File: src/rtl/seq_scan_sched_pkg.sv
// Shared types and default sizing for the round-robin sequence-scan scheduler.
// Holds the FSM state encoding and the default NREQ/WORD_W/PAT_LEN values.
package seq_sched_pkg;

    typedef enum logic [1:0] {
        IDLE,
        SCAN,
        DONE
    } sched_state_t;

    localparam int NREQ_DEF    = 4;
    localparam int WORD_W_DEF  = 8;
    localparam int PAT_LEN_DEF = 4;

    // Count must hold WORD_W-PAT_LEN+1; bit index must reach WORD_W.
    localparam int CNT_W_DEF = $clog2(WORD_W_DEF + 1);
    localparam int ID_W_DEF  = $clog2(NREQ_DEF);

endpackage

File: src/rtl/seq_scan_sched_if.sv
// Requester-side bus of the scan scheduler.
// master: requesters (drive req/word_in/pattern); slave: the scheduler.
interface seq_scan_sched_if #(
    parameter int NREQ    = seq_sched_pkg::NREQ_DEF,
    parameter int WORD_W  = seq_sched_pkg::WORD_W_DEF,
    parameter int PAT_LEN = seq_sched_pkg::PAT_LEN_DEF
);
    localparam int ID_W  = $clog2(NREQ);
    localparam int CNT_W = $clog2(WORD_W + 1);

    logic [NREQ-1:0]        req;
    logic [NREQ*WORD_W-1:0] word_in;
    logic [PAT_LEN-1:0]     pattern;
    logic [NREQ-1:0]        gnt;
    logic                   busy;
    logic                   bit_valid;
    logic                   bit_out;
    logic                   match_pulse;
    logic                   done;
    logic [ID_W-1:0]        done_id;
    logic [CNT_W-1:0]       match_cnt;

    modport master (
        output req,
        output word_in,
        output pattern,
        input  gnt,
        input  busy,
        input  bit_valid,
        input  bit_out,
        input  match_pulse,
        input  done,
        input  done_id,
        input  match_cnt
    );

    modport slave (
        input  req,
        input  word_in,
        input  pattern,
        output gnt,
        output busy,
        output bit_valid,
        output bit_out,
        output match_pulse,
        output done,
        output done_id,
        output match_cnt
    );

endinterface

File: src/rtl/seq_scan_sched_rr_arbiter.sv
// Combinational round-robin arbiter: first set req bit at or above ptr_i, wrapping.
// Ports: req_i, ptr_i in; winner_o (index), valid_o (any request) out.
module rr_arbiter #(
    parameter int NREQ = seq_sched_pkg::NREQ_DEF,
    parameter int ID_W = $clog2(NREQ)
) (
    input  logic [NREQ-1:0] req_i,
    input  logic [ID_W-1:0] ptr_i,
    output logic [ID_W-1:0] winner_o,
    output logic            valid_o
);

    logic [ID_W:0]   sum;
    logic [ID_W-1:0] idx;

    // Walk offsets from farthest to nearest so the nearest set bit wins.
    always_comb begin
        winner_o = '0;
        valid_o  = 1'b0;
        sum      = '0;
        idx      = '0;
        for (int k = NREQ - 1; k >= 0; k--) begin
            sum = {1'b0, ptr_i} + (ID_W + 1)'(k);
            if (int'(sum) >= NREQ) begin
                sum = sum - (ID_W + 1)'(NREQ);
            end
            idx = sum[ID_W-1:0];
            if (req_i[idx]) begin
                winner_o = idx;
                valid_o  = 1'b1;
            end
        end
    end

endmodule

File: src/rtl/seq_scan_sched.sv
// Round-robin scheduler sharing one serial overlapping-pattern detector.
// Ports: clk, reset (async, active-high); bus (slave) carries req/word/pattern
// in and gnt/busy/bit stream/match_pulse/done/done_id/match_cnt out.
module seq_scan_sched
    import seq_sched_pkg::*;
#(
    parameter int NREQ    = NREQ_DEF,
    parameter int WORD_W  = WORD_W_DEF,
    parameter int PAT_LEN = PAT_LEN_DEF
) (
    input  logic             clk,
    input  logic             reset,
    seq_scan_sched_if.slave  bus
);

    localparam int ID_W  = $clog2(NREQ);
    localparam int CNT_W = $clog2(WORD_W + 1);
    localparam int HW    = PAT_LEN - 1;

    sched_state_t     state_q, state_d;
    logic [ID_W-1:0]  rr_ptr_q, rr_ptr_d;
    logic [ID_W-1:0]  cur_id_q, cur_id_d;
    logic [NREQ-1:0]  gnt_q, gnt_d;
    logic [CNT_W-1:0] match_cnt_q, match_cnt_d;
    logic [CNT_W-1:0] bit_idx_q, bit_idx_d;
    logic [WORD_W-1:0] word_sr_q, word_sr_d;
    logic [HW-1:0]    hist_q, hist_d;
    logic [PAT_LEN-1:0] pat_q, pat_d;

    logic [ID_W-1:0] winner;
    logic            win_vld;
    logic            scan;
    logic            cur_bit;
    logic            match;

    rr_arbiter #(
        .NREQ (NREQ),
        .ID_W (ID_W)
    ) u_arb (
        .req_i    (bus.req),
        .ptr_i    (rr_ptr_q),
        .winner_o (winner),
        .valid_o  (win_vld)
    );

    assign scan    = (state_q == SCAN);
    assign cur_bit = word_sr_q[WORD_W-1];

    // History holds the previous PAT_LEN-1 bits of this word only,
    // so the index gate stops a match straddling the grant.
    assign match = scan
                && (int'(bit_idx_q) >= PAT_LEN - 1)
                && ({hist_q, cur_bit} == pat_q);

    always_comb begin
        state_d     = state_q;
        rr_ptr_d    = rr_ptr_q;
        cur_id_d    = cur_id_q;
        gnt_d       = '0;
        match_cnt_d = match_cnt_q;
        bit_idx_d   = bit_idx_q;
        word_sr_d   = word_sr_q;
        hist_d      = hist_q;
        pat_d       = pat_q;
        unique case (state_q)
            IDLE: begin
                if (win_vld) begin
                    state_d     = SCAN;
                    word_sr_d   = bus.word_in[winner*WORD_W +: WORD_W];
                    pat_d       = bus.pattern;
                    cur_id_d    = winner;
                    match_cnt_d = '0;
                    bit_idx_d   = '0;
                    hist_d      = '0;
                    gnt_d       = NREQ'(1) << winner;
                    if (int'(winner) == NREQ - 1) begin
                        rr_ptr_d = '0;
                    end else begin
                        rr_ptr_d = winner + ID_W'(1);
                    end
                end
            end
            SCAN: begin
                word_sr_d   = word_sr_q << 1;
                hist_d      = HW'({hist_q, cur_bit});
                bit_idx_d   = bit_idx_q + CNT_W'(1);
                match_cnt_d = match_cnt_q + CNT_W'(match);
                if (int'(bit_idx_q) == WORD_W - 1) begin
                    state_d = DONE;
                end
            end
            DONE: begin
                state_d = IDLE;
            end
            default: begin
                state_d = IDLE;
            end
        endcase
    end

    always_ff @(posedge clk or posedge reset) begin
        if (reset) begin
            state_q     <= IDLE;
            rr_ptr_q    <= '0;
            cur_id_q    <= '0;
            gnt_q       <= '0;
            match_cnt_q <= '0;
            bit_idx_q   <= '0;
            word_sr_q   <= '0;
            hist_q      <= '0;
            pat_q       <= '0;
        end else begin
            state_q     <= state_d;
            rr_ptr_q    <= rr_ptr_d;
            cur_id_q    <= cur_id_d;
            gnt_q       <= gnt_d;
            match_cnt_q <= match_cnt_d;
            bit_idx_q   <= bit_idx_d;
            word_sr_q   <= word_sr_d;
            hist_q      <= hist_d;
            pat_q       <= pat_d;
        end
    end

    assign bus.gnt         = gnt_q;
    assign bus.busy        = (state_q != IDLE);
    assign bus.bit_valid   = scan;
    assign bus.bit_out     = scan & cur_bit;
    assign bus.match_pulse = match;
    assign bus.done        = (state_q == DONE);
    assign bus.done_id     = cur_id_q;
    assign bus.match_cnt   = match_cnt_q;

endmodule

File: src/flat_wrapper.sv
// flat-port wrapper written by rule: the top's interface ports become plain ports
module seq_scan_sched_flat import seq_sched_pkg::*;
#(
    parameter int NREQ    = NREQ_DEF,
    parameter int WORD_W  = WORD_W_DEF,
    parameter int PAT_LEN = PAT_LEN_DEF
)
  (clk, reset, bus_req, bus_word_in, bus_pattern, bus_gnt, bus_busy, bus_bit_valid, bus_bit_out, bus_match_pulse, bus_done, bus_done_id, bus_match_cnt);
  seq_scan_sched_if #(.NREQ(NREQ), .WORD_W(WORD_W), .PAT_LEN(PAT_LEN)) bus_i ();
  input  logic clk;
  input  logic reset;
  input wire logic [$bits(bus_i.req)-1:0] bus_req;
  input wire logic [$bits(bus_i.word_in)-1:0] bus_word_in;
  input wire logic [$bits(bus_i.pattern)-1:0] bus_pattern;
  output wire logic [$bits(bus_i.gnt)-1:0] bus_gnt;
  output wire logic [$bits(bus_i.busy)-1:0] bus_busy;
  output wire logic [$bits(bus_i.bit_valid)-1:0] bus_bit_valid;
  output wire logic [$bits(bus_i.bit_out)-1:0] bus_bit_out;
  output wire logic [$bits(bus_i.match_pulse)-1:0] bus_match_pulse;
  output wire logic [$bits(bus_i.done)-1:0] bus_done;
  output wire logic [$bits(bus_i.done_id)-1:0] bus_done_id;
  output wire logic [$bits(bus_i.match_cnt)-1:0] bus_match_cnt;
  assign bus_i.req = bus_req;
  assign bus_i.word_in = bus_word_in;
  assign bus_i.pattern = bus_pattern;
  assign bus_gnt = bus_i.gnt;
  assign bus_busy = bus_i.busy;
  assign bus_bit_valid = bus_i.bit_valid;
  assign bus_bit_out = bus_i.bit_out;
  assign bus_match_pulse = bus_i.match_pulse;
  assign bus_done = bus_i.done;
  assign bus_done_id = bus_i.done_id;
  assign bus_match_cnt = bus_i.match_cnt;
  seq_scan_sched #(.NREQ(NREQ), .WORD_W(WORD_W), .PAT_LEN(PAT_LEN)) u_core (.clk(clk), .reset(reset), .bus(bus_i));
endmodule
File: config.mk
export PLATFORM = sky130hd
export DESIGN_NAME = seq_scan_sched_flat
export DESIGN_NICKNAME = d
export VERILOG_FILES = /design/src/rtl/seq_scan_sched_pkg.sv /design/src/rtl/seq_scan_sched_if.sv /design/src/rtl/seq_scan_sched_rr_arbiter.sv /design/src/rtl/seq_scan_sched.sv /design/src/flat_wrapper.sv
export SDC_FILE = /design/constraint.sdc
export NUM_CORES = 1
export LEC_CHECK = 0
export CELL_PAD_IN_SITES_DETAIL_PLACEMENT = 1
export CELL_PAD_IN_SITES_GLOBAL_PLACEMENT = 2
export CORE_AREA = 2 2 69 71
export DETAILED_ROUTE_END_ITERATION = 10
export DIE_AREA = 0 0 71 73
export DONT_BUFFER_PORTS = 1
export PLACE_DENSITY_LB_ADDON = 0.25
export SYNTH_ARGS = -nofsm -noshare
export SYNTH_HDL_FRONTEND = slang
export SYNTH_HIERARCHICAL = 1
export SYNTH_SLANG_ARGS = --single-unit
File: constraint.sdc
create_clock -name clk -period 3 [get_ports clk]
set_input_delay 0.6 -clock clk [delete_from_list [all_inputs] [get_ports clk]]
set_output_delay 0.6 -clock clk [all_outputs]
set_load 0.1 [all_outputs]
==> results.md, run 1 <==
- Synth Area in Compound Gates: 0.0866
- Placed inst area: 1830 um^2
- Final net count: 218
- Mux contribution to synthesized area: 0.129
- Synth top area cells: dfrtp_1 47%, mux4_2 9.0%, nand2_1 7.9%, ha_1 5.0%, a222oi_1 4.0%
- Routed Antenna Nets: 0
- N_diodes: 0
- GRT Residual Overflow: 0
- Starting Density: 0.386
- Via density per instance: 5.58
- Worst Tran Pin Value: 0.966 ns
- Final-report hold violation count: 0
- Min Hold Slack: 0.295 ns
- Max_cap viols: 0
- Post-DP HPWL: 2.87 mm
- Post-route DRC: 0
- Flop pwr share: 0.426
- Total iterations of the first detailed-routing run: 5
- Flops & latches, synth: 33
- Top Ports: 57
- Largest area contributor in the netlist: dfrtp_1
- CTS Sinks: 33
- Mapped Area: 1750 um^2
- Row count: 25
- Status: complete, no violations
- Initial antenna violation count: 0
- Stages on worst setup path: 5
- Critical Path Start: u_core/bit_idx_q[0]$_DFFE_PP0P_
- Ys async rst share: 1.00
- Post-CTS Repair Setup Buffers: 0
- Routed vias: 1249
- Fillers: 495
- Iter 0 DRT Violations: 52
- Max Clock Freq: 0.377 GHz
- Leakage: 0.948 nW
- Setup crit end kind: output port
- Total CTS buffers: 5
- Post-synth top flop: dfrtp_1
- CTS tree: yes
- Total GRT Usage: 0.170
- First-pass GRT wire length: 6.75 mm
- Top cell type's share of synthesized area: 0.472
- Switch Pwr: 1.06 mW
- # H-tree levels: 2
- Min Tclk post-route: 2.65 ns
- Worst Path Arrival: 2.05 ns
- Reg2reg end: u_core/word_sr_q[4]$_DFFE_PP0P_
- Gate count of the mapped netlist: 163
- # resized after CTS: 0
- Buf/Inv on CP: 1
- RD Place Congestion: 0.763
- Worst hold path type: input pin to asynchronous set/reset pin
- Final Setup Violations: 0
- Finished Cell Area: 1910 um^2
- Slowest CP cell: or4_1
- Xor and xnor area share after synthesis: 0.0200
- Clock root cell: clkbuf_8
- Wire per inst: 17.2 um
- Layout area overhead: 9.16%
- Slowest stage delay, CP: 0.56 ns
- Reg2Reg Setup Slack: 0.67 ns
- Slew Limit Fails: 0
- RR Startpoint: u_core/rr_ptr_q[1]$_DFFE_PP0P_
- Synth cell types: 35
- Post-synth EDFFs: 0
- Slew headroom: 0.353
- Top cells by count, synth: 37 x nand2_1, 33 x dfrtp_1, 10 x inv_1
- Reg2reg path depth: 6
- Worst skew pair latency: 0.28 ns
- Crit-path leading delay family: simple AND/OR/NAND/NOR gates
- Main combinational cell family by area after synthesis: simple AND/OR/NAND/NOR gates
- Avg Inst Size Synth: 10.7 um^2
- Die footprint: 5180 um^2
- Final WL: 3.85 mm
- Vias in the first global route: 1441
- Die width: 71 um
- Clock-pin slew on the worst setup and hold paths: 0.07 ns
- Hold-fix buffers, CTS: 0
- Simple-Gate Fraction of Synth Area: 0.187
- Comb power frac: 0.427
- Power density cells: 1130 nW/um^2
- Data required, critical path: 2.40 ns
- Max Root-Sink Buffers: 2
- CP Launch Type: register
- Die Y: 73 um
- Fin Setup TNS: 0 ns
- Pint: 1.09 mW
- Clock skew: 0.00496 ns
- I/O Buffers: 0
- Worst Setup Path Type: register to output port
- Sw frac: 0.492
- Clock share of power: 0.146
- Fin crit share: 0.883
- Seq/Total Area, Yosys: 0.472
- Largest net degree at the start of global routing: 34
- Max FO, Critical Path: 4
- Worst ir drop on vdd: 0.388 mV
- Post-Synth Adder-Cell Area: 0.0501
- Worst path cell trace: ha_1 -> nor3_1 -> or4_1 -> nor3_4 -> buf_4
- Yosys warning total: 6
- Syn nets: 212
- Top-count cell post-synth: nand2_1
- CORE AREA: 4540 um^2
- Share of layout cells above drive strength 1: 0.165
- RSZ-0062 raised after global routing: no
## metal layers
| layer | routed length [um] | global-route usage | up-vias |
|---|---|---|---|
| met1 | 1590 | 0.201 | 617 |
| met4 | 79 | 0.0755 | 0 |
| met5 | 0 | 0 | - |
| li1 | - | - | 583 |
| met3 | 235 | 0.0456 | 7 |
| met2 | 1940 | 0.291 | 42 |
## worst max path at each step
| stage | slack [ns] | to |
|---|---|---|
| 4_1_cts | 0.31 | bus_match_pulse |
| 5_1_grt | 0.21 | bus_match_pulse |
| 3_5_place_dp | 0.56 | u_core/word_sr_q[4]$_DFFE_PP0P_ |
| 2_1_floorplan | 0.17 | u_core/bus.match_cnt[2]$_DFFE_PP0P_ |
| 3_3_place_gp | 0.65 | u_core/word_sr_q[3]$_DFFE_PP0P_ |
| 6_report | 0.35 | bus_match_pulse |
## state kept, by name, indices dropped and copies added (netlist names)
register,flops
u_core/bit_idx_q,4
u_core/word_sr_q,8
u_core/bus.done_id,2
u_core/hist_q,3
u_core/state_q,2
u_core/pat_q,4
u_core/rr_ptr_q,2
u_core/bus.match_cnt,4
u_core/bus.gnt,4
## through the flow
| step | util | power [mW] | setup WS (ns) | instances |
|---|---|---|---|---|
| after floorplan | - | 1.70 | 0.170 | 163 |
| after global placement | 0.403 | 1.83 | 0.647 | 216 |
| after detailed placement | 0.403 | 1.87 | 0.559 | 216 |
| after CTS | 0.421 | 2.20 | 0.310 | 224 |
| after global routing | 0.421 | 2.33 | 0.212 | 224 |
| final | 0.421 | 2.15 | 0.351 | 224 |
## power groups by stage
stage / combinational [mW] / clock (mW) / sequential, mW
2_1_floorplan: 0.786 / 0 / 0.914
3_3_place_gp: 0.901 / 0 / 0.925
3_5_place_dp: 0.943 / 0 / 0.930
4_1_cts: 0.946 / 0.333 / 0.922
5_1_grt: 1.03 / 0.351 / 0.948
6_report: 0.921 / 0.315 / 0.918
## area by class of cell
type                    instances  area, um^2  share of cell area
flip-flops and latches         33         826               0.433
multi-input cells             111         840               0.440
clock inverters                 2        10.0             0.00524
repair buffers                  7        52.6              0.0275
inverters                      11        41.3              0.0216
well taps                      54        67.6              0.0354
clock buffers                   6        72.6              0.0380
## kinds of logic after synthesis
| logic type | Yosys count |
|---|---|
| xor gates and xnor gates | 4 |
| and+or+nand+nor | 69 |
| muxes | 12 |
| adders and majority gates | 7 |
| buffers and inverters | 19 |
| DFF | 33 |
| AOI/OAI and AO/OA | 19 |
## worst register-to-register path, cell delays in order (launching register included)
cell and delay (ns):
dfrtp_1 0.44, mux2i_1 0.16, a211oi_2 0.41, buf_4 0.28
mux4_2 0.53, a222oi_1 0.33, inv_1 0.08
## cells in the final DEF, fill, tap and decap left out
cell type  count
ha_1           7
nor3_4         1
nand3_1        7
inv_1         10
a211oi_1       1
mux2i_1        3
a211oi_2       1
o21bai_1       1
nor3b_1        1
nand2b_1       3
inv_2          1
or3b_1         1
nor2_1         5
nor3_1         2
or4_1          1
clkbuf_1       1
xor2_1         4
and2_1         5
nor3b_2        1
a222oi_1       7
nor2b_2        1
dfrtp_1       33
or2_2          1
nand4_1        2
mux2_2         1
clkinv_2       2
nand3b_1       1
a21o_1         1
o21ai_0        5
a22o_1         1
a21oi_1        1
clkbuf_8       5
o31ai_1        1
mux4_2         7
nand2_1       37
mux4_1         1
buf_4          7
Note: power is estimated with default switching activity, not from simulation.
==> run 2: changes to the inputs <==
Settings changed: CORE_AREA 2 2 69 71 to 2 2 82 65, DIE_AREA 0 0 71 73 to 0 0 84 67, SLEW_MARGIN set to 20, SYNTH_HIERARCHICAL 1 to unset.
==> run 2 against run 1 <==
Register-to-register slack about the same; wire length up 28%; non-clock buffer count rose by 1; critical path depth unchanged; flip-flop and latch count unchanged; critical endpoint unchanged; largest power group unchanged; highest routed layer unchanged.
==> results.md, run 2 <==
- Status: complete, no violations
- Top cells by count, synth: 49 x nand2_1, 33 x dfrtp_1, 26 x o21ai_0
- Max Root-Sink Buffers: 2
- First-pass GRT wire length: 8.05 mm
- Top-count cell post-synth: nand2_1
- Clock root cell: clkbuf_8
- Slew Limit Fails: 0
- Avg Inst Size Synth: 8.84 um^2
- Switch Pwr: 1.26 mW
- Vias in the first global route: 1504
- Die Y: 67 um
- Largest register by flop count: u_core.word_sr_q
- Die width: 84 um
- RSZ-0062 raised after global routing: no
- # H-tree levels: 2
- Wire per inst: 18.0 um
- Iter 0 DRT Violations: 129
- Max FO, Critical Path: 4
- # resized after CTS: 0
- N_diodes: 0
- Seq/Total Area, Yosys: 0.456
- Die footprint: 5630 um^2
- Mapped Area: 1810 um^2
- Reg2reg path depth: 6
- DP Worst Slack: 0.630 ns
- Largest area contributor in the netlist: dfrtp_1
- Final Setup Violations: 0
- Worst Path Arrival: 2.06 ns
- Routed vias: 1505
- Finished Cell Area: 2040 um^2
- Flops & latches, synth: 33
- CTS tree: yes
- Fin Setup TNS: 0 ns
- Post-synth top flop: dfrtp_1
- Setup crit end kind: output port
- Layout area overhead: 12.4%
- Clock share of power: 0.163
- Final WL: 4.92 mm
- Largest net degree at the start of global routing: 34
- Share of layout cells above drive strength 1: 0.122
- Sw frac: 0.510
- Total CTS buffers: 5
- Worst ir drop on vdd: 0.470 mV
- Top cell type's share of synthesized area: 0.456
- Gate count of the mapped netlist: 205
- Worst skew pair latency: 0.28 ns
- Final net count: 259
- Final core occ: 0.427
- Clock-pin slew on the worst setup and hold paths: 0.07 ns
- Min Tclk post-route: 2.66 ns
- Max Clock Freq: 0.375 GHz
- Leading cell type in the layout, fill and taps excluded: nand2_1
- Yosys warning total: 0
- Total power draw: 2.47 mW
- Row count: 22
- Dpl cells: 266
- Worst Tran Pin Value: 0.957 ns
- GRT Residual Overflow: 0
- Setup ws final: 0.337 ns
- Via density per instance: 5.51
- Initial antenna violation count: 0
- Starting Density: 0.380
- Most frequent cells in the layout: 49 x nand2_1, 33 x dfrtp_1, 26 x o21ai_0
- Data required, critical path: 2.40 ns
- Max reg flops: 8
- Worst hold path type: input pin to asynchronous set/reset pin
- Slew headroom: 0.362
- Syn nets: 251
- I/O Buffers: 0
- Routed Antenna Nets: 0
- Synth top area cells: dfrtp_1 46%, nand2_1 10%, o21ai_0 7.2%, a211o_1 3.4%, nand3_1 3.3%
- RD Place Congestion: 0.734
- Layout Cells excl Fill: 273
- Leakage: 0.956 nW
- Pint: 1.21 mW
- Max_cap viols: 0
- CTS Sinks: 33
- Top Ports: 57
- Flop pwr share: 0.395
- Placed inst area: 1930 um^2
- Total iterations of the first detailed-routing run: 4
- Clock skew: 0.00411 ns
- Synth cell types: 38
- Post-synth EDFFs: 0
- Min Hold Slack: 0.299 ns
- Hold-fix buffers, CTS: 0
- Post-route DRC: 0
- Fin crit share: 0.888
- Total GRT Usage: 0.187
- CORE AREA: 4760 um^2
- Post-CTS Repair Setup Buffers: 0
- Comb power frac: 0.443
- Final-report hold violation count: 0
- Post-DP HPWL: 3.64 mm
- Ys async rst share: 1.00
- CP Launch Type: register
- Power density cells: 1210 nW/um^2
- Worst Setup Path Type: register to output port
[run 2: cell count changes after synthesis, moves of 6 or more]
cell,delta
inv_1,-6
mux4_2,-7
a21oi_1,+6
o21ai_0,+21
a211o_1,+7
a222oi_1,-7
nand2_1,+12
nor2_1,+6
[run 2: path summary, 6_finish.rpt]
| path | from | endpoint | slack, ns |
|---|---|---|---|
| max | u_core.bit_idx_q[0]$_DFFE_PP0P_ | bus_match_pulse | 0.34 |
| min | reset | u_core.bus.gnt[1]$_DFF_PP0_ | 0.30 |
| max reg2reg | u_core.state_q[0]$_DFFE_PP0P_ | u_core.word_sr_q[5]$_DFFE_PP0P_ | 0.67 |
| min reg2reg | u_core.pat_q[1]$_DFFE_PP0P_ | u_core.pat_q[1]$_DFFE_PP0P_ | 0.50 |
| max in group asynchronous | reset | u_core.word_sr_q[5]$_DFFE_PP0P_ | 2.39 |
| min in group clk | bus_pattern[0] | u_core.pat_q[0]$_DFFE_PP0P_ | 0.43 |
[run 2: critical path, stage by stage, from the launching register on]
cell and delay [ns]:
dfrtp_1 0.40, ha_1 0.23, nor3_1 0.08, or4_1 0.56, nor3_4 0.20, buf_4 0.32
[run 2: kinds of logic after synthesis]
kind of cell	Yosys count	synth area share
AO/OA/AOI/OAI	51	0.176
AND/OR/NAND/NOR	92	0.238
flip-flops	33	0.456
XOR/XNOR	4	0.0193
buffers and inverters	12	0.0276
multiplexers	9	0.0559
adder cells (fa/ha/maj)	4	0.0276
[run 2: layout make-up]
type	instances	area, um^2
clock buffers	5	68.8
clock inverters	2	35.0
fillers	574	2730
inverters	5	21.3
multi-input cells	160	950
flip-flops and latches	33	826
well taps	60	75.1
repair buffers	8	60.1
[run 2: power groups by stage]
| stage | Sequential, mW | Clock, mW | Combinational (mW) |
|---|---|---|---|
| final | 0.974 | 0.401 | 1.09 |
| after global routing | 0.999 | 0.438 | 1.21 |
| after CTS | 0.974 | 0.415 | 1.11 |
| after detailed placement | 0.979 | 0 | 1.10 |
| after global placement | 0.971 | 0 | 1.07 |
| after floorplan | 0.961 | 0 | 0.847 |
[run 2: per-layer routing]
| metal | GRT usage | up-vias | part of all wire |
|---|---|---|---|
| li1 | - | 732 | - |
| met1 | 0.265 | 734 | 0.48 |
| met2 | 0.292 | 35 | 0.47 |
| met3 | 0.0483 | 4 | 0.051 |
| met4 | 0.0363 | 0 | 0.0055 |
| met5 | 0 | - | 0 |
==> run 3: changes to the inputs <==
Settings changed: CORE_AREA 2 2 82 65 to 2 2 95 74, DIE_AREA 0 0 84 67 to 0 0 97 76, DONT_BUFFER_PORTS 1 to unset, PLACE_DENSITY set to 0.93, PLACE_DENSITY_LB_ADDON 0.25 to unset.
==> run 3 against run 2 <==
Global-route usage shrank 2.5 points; die area is 31% higher; combinational power grew 39%; clock power increased by 8.5%; cell count rose by 29%; maximum frequency up 0.96%; core utilization down 2.5 points; clock skew grew 0.0037 ns; non-clock buffer count rose by 55; critical endpoint unchanged; largest power group unchanged.
==> results.md, run 3 (same netlist as run 2, synthesis figures left out) <==
- Status: complete, no violations
- CP Launch Type: register
- Clock skew: 0.00784 ns
- RR Startpoint: u_core.bit_idx_q[0]$_DFFE_PP0P_
- Final WL: 5.74 mm
- Max Root-Sink Buffers: 2
- Clock-pin slew on the worst setup and hold paths: 0.07 ns
- Wire per inst: 16.3 um
- Iter 0 DRT Violations: 85
- Post-route DRC: 0
- Setup crit end kind: output port
- Max reg flops: 8
- Fin crit share: 0.879
- First-pass GRT wire length: 9.47 mm
- Die width: 97 um
- Total GRT Usage: 0.163
- # resized after CTS: 0
- Top Ports: 57
- Comb power frac: 0.557
- FF+latch area: 826 um^2
- Fin Setup TNS: 0 ns
- Final core occ: 0.402
- Multi-input logic area: 947 um^2
- Layout area overhead: 45.1%
- Min Tclk post-route: 2.64 ns
- RSZ-0062 raised after global routing: no
- Leakage: 1.20 nW
- CORE AREA: 6540 um^2
- Worst hold path type: register to register
- CTS Sinks: 33
- Fillers: 772
- N_diodes: 0
- RD Place Congestion: 0.724
- Via density per instance: 4.91
- Max Clock Freq: 0.379 GHz
- Die footprint: 7370 um^2
- CTS tree: yes
- Row count: 26
- Final Setup Violations: 0
- Power density cells: 1030 nW/um^2
- Slew Limit Fails: 0
- GRT Residual Overflow: 0
- Max_cap viols: 0
- Starting Density: 0.277
- Post-CTS Repair Setup Buffers: 0
- Sw frac: 0.483
- Routed vias: 1734
- Data required, critical path: 2.40 ns
- Critical Path Start: u_core.bit_idx_q[0]$_DFFE_PP0P_
- Slew headroom: 0.639
- Hold-fix buffers, CTS: 0
- Worst ir drop on vdd: 0.292 mV
- Clock root cell: clkbuf_8
- Largest register by flop count: u_core.word_sr_q
- Total CTS buffers: 5
- Min-delay src: u_core.bus.done_id[1]$_DFFE_PP0P_
- Largest net degree at the start of global routing: 34
- Die Y: 76 um
- I/O Buffers: 56
- Worst skew pair latency: 0.29 ns
- Worst Tran Pin Value: 0.541 ns
- Pint: 1.40 mW
- Vias in the first global route: 1858
- Flop pwr share: 0.282
- Switch Pwr: 1.31 mW
- Total iterations of the first detailed-routing run: 4
- Routed Antenna Nets: 0
- Leading cell type in the layout, fill and taps excluded: nand2_1
- Final-report hold violation count: 0
- Initial antenna violation count: 0
- # H-tree levels: 2
- Post-DP HPWL: 4.31 mm
- Clock share of power: 0.161
- Worst Path Arrival: 2.04 ns
- Most frequent cells in the layout: 49 x nand2_1, 41 x clkdlybuf4s50_1, 33 x dfrtp_1
- Worst Setup Path Type: register to output port
- Final net count: 314
- Max FO, Critical Path: 4
- Share of layout cells above drive strength 1: 0.145
[run 3: cell count changes in the layout (fill, tap and decap cells not counted), sizes merged]
cell | previous run | this run
clkdlybuf4s50 | 0 | 41
buf | 8 | 22
clkbuf | 5 | 7
clkinv | 1 | 0
[run 3: final cells by class]
| cell class | instances | area share |
|---|---|---|
| well taps | 84 | 0.0400 |
| clock buffers | 7 | 0.0328 |
| clock inverters | 1 | 0.0114 |
| multi-input cells | 160 | 0.360 |
| repair buffers | 63 | 0.233 |
| flip-flops and latches | 33 | 0.314 |
| inverters | 5 | 0.00809 |
[run 3: stage by stage]
step | power, mW | hold WS [ns] | cells | area, um^2 | worst slack [ns]
after floorplan | 1.81 | 0.464 | 205 | 1820 | 0.140
after global placement | 2.23 | 0.466 | 345 | 2510 | 0.299
after detailed placement | 2.29 | 0.487 | 345 | 2510 | 0.189
after CTS | 2.74 | 0.506 | 353 | 2630 | 0.340
after global routing | 2.90 | 0.547 | 353 | 2630 | 0.244
final | 2.71 | 0.491 | 353 | 2630 | 0.362
[run 3: per-layer routing]
| layer | track usage | part of all wire | vias up |
|---|---|---|---|
| li1 | - | - | 841 |
| met1 | 0.216 | 0.48 | 844 |
| met2 | 0.263 | 0.47 | 43 |
| met3 | 0.0385 | 0.042 | 6 |
| met4 | 0.0549 | 0.013 | 0 |
| met5 | 0 | 0 | - |
[run 3: path summary, 6_finish.rpt]
path | cells past startpoint | slack, ns | to
min | 2 | 0.49 | u_core.bus.done_id[1]$_DFFE_PP0P_
max reg2reg | 8 | 0.76 | u_core.bus.match_cnt[1]$_DFFE_PP0P_
max | 5 | 0.36 | bus_match_pulse
min reg2reg | 2 | 0.49 | u_core.bus.done_id[1]$_DFFE_PP0P_
max in group asynchronous | 3 | 1.99 | u_core.rr_ptr_q[0]$_DFFE_PP0P_
min in group asynchronous | 3 | 0.70 | u_core.pat_q[3]$_DFFE_PP0P_
[run 3: worst max-delay path, cell delays in order, from the launching register on]
cell	delay (ns)
dfrtp_1	0.40
ha_1	0.24
nor3_1	0.08
or4_1	0.56
nor3_4	0.26
buf_12	0.21
[run 3: power groups by stage]
stage | Clock (mW) | Sequential [mW] | Combinational, mW
global placement | 0 | 0.760 | 1.47
finish | 0.435 | 0.765 | 1.51
CTS | 0.448 | 0.767 | 1.53
floorplan | 0 | 0.961 | 0.847
detailed placement | 0 | 0.773 | 1.51
global route | 0.469 | 0.791 | 1.64
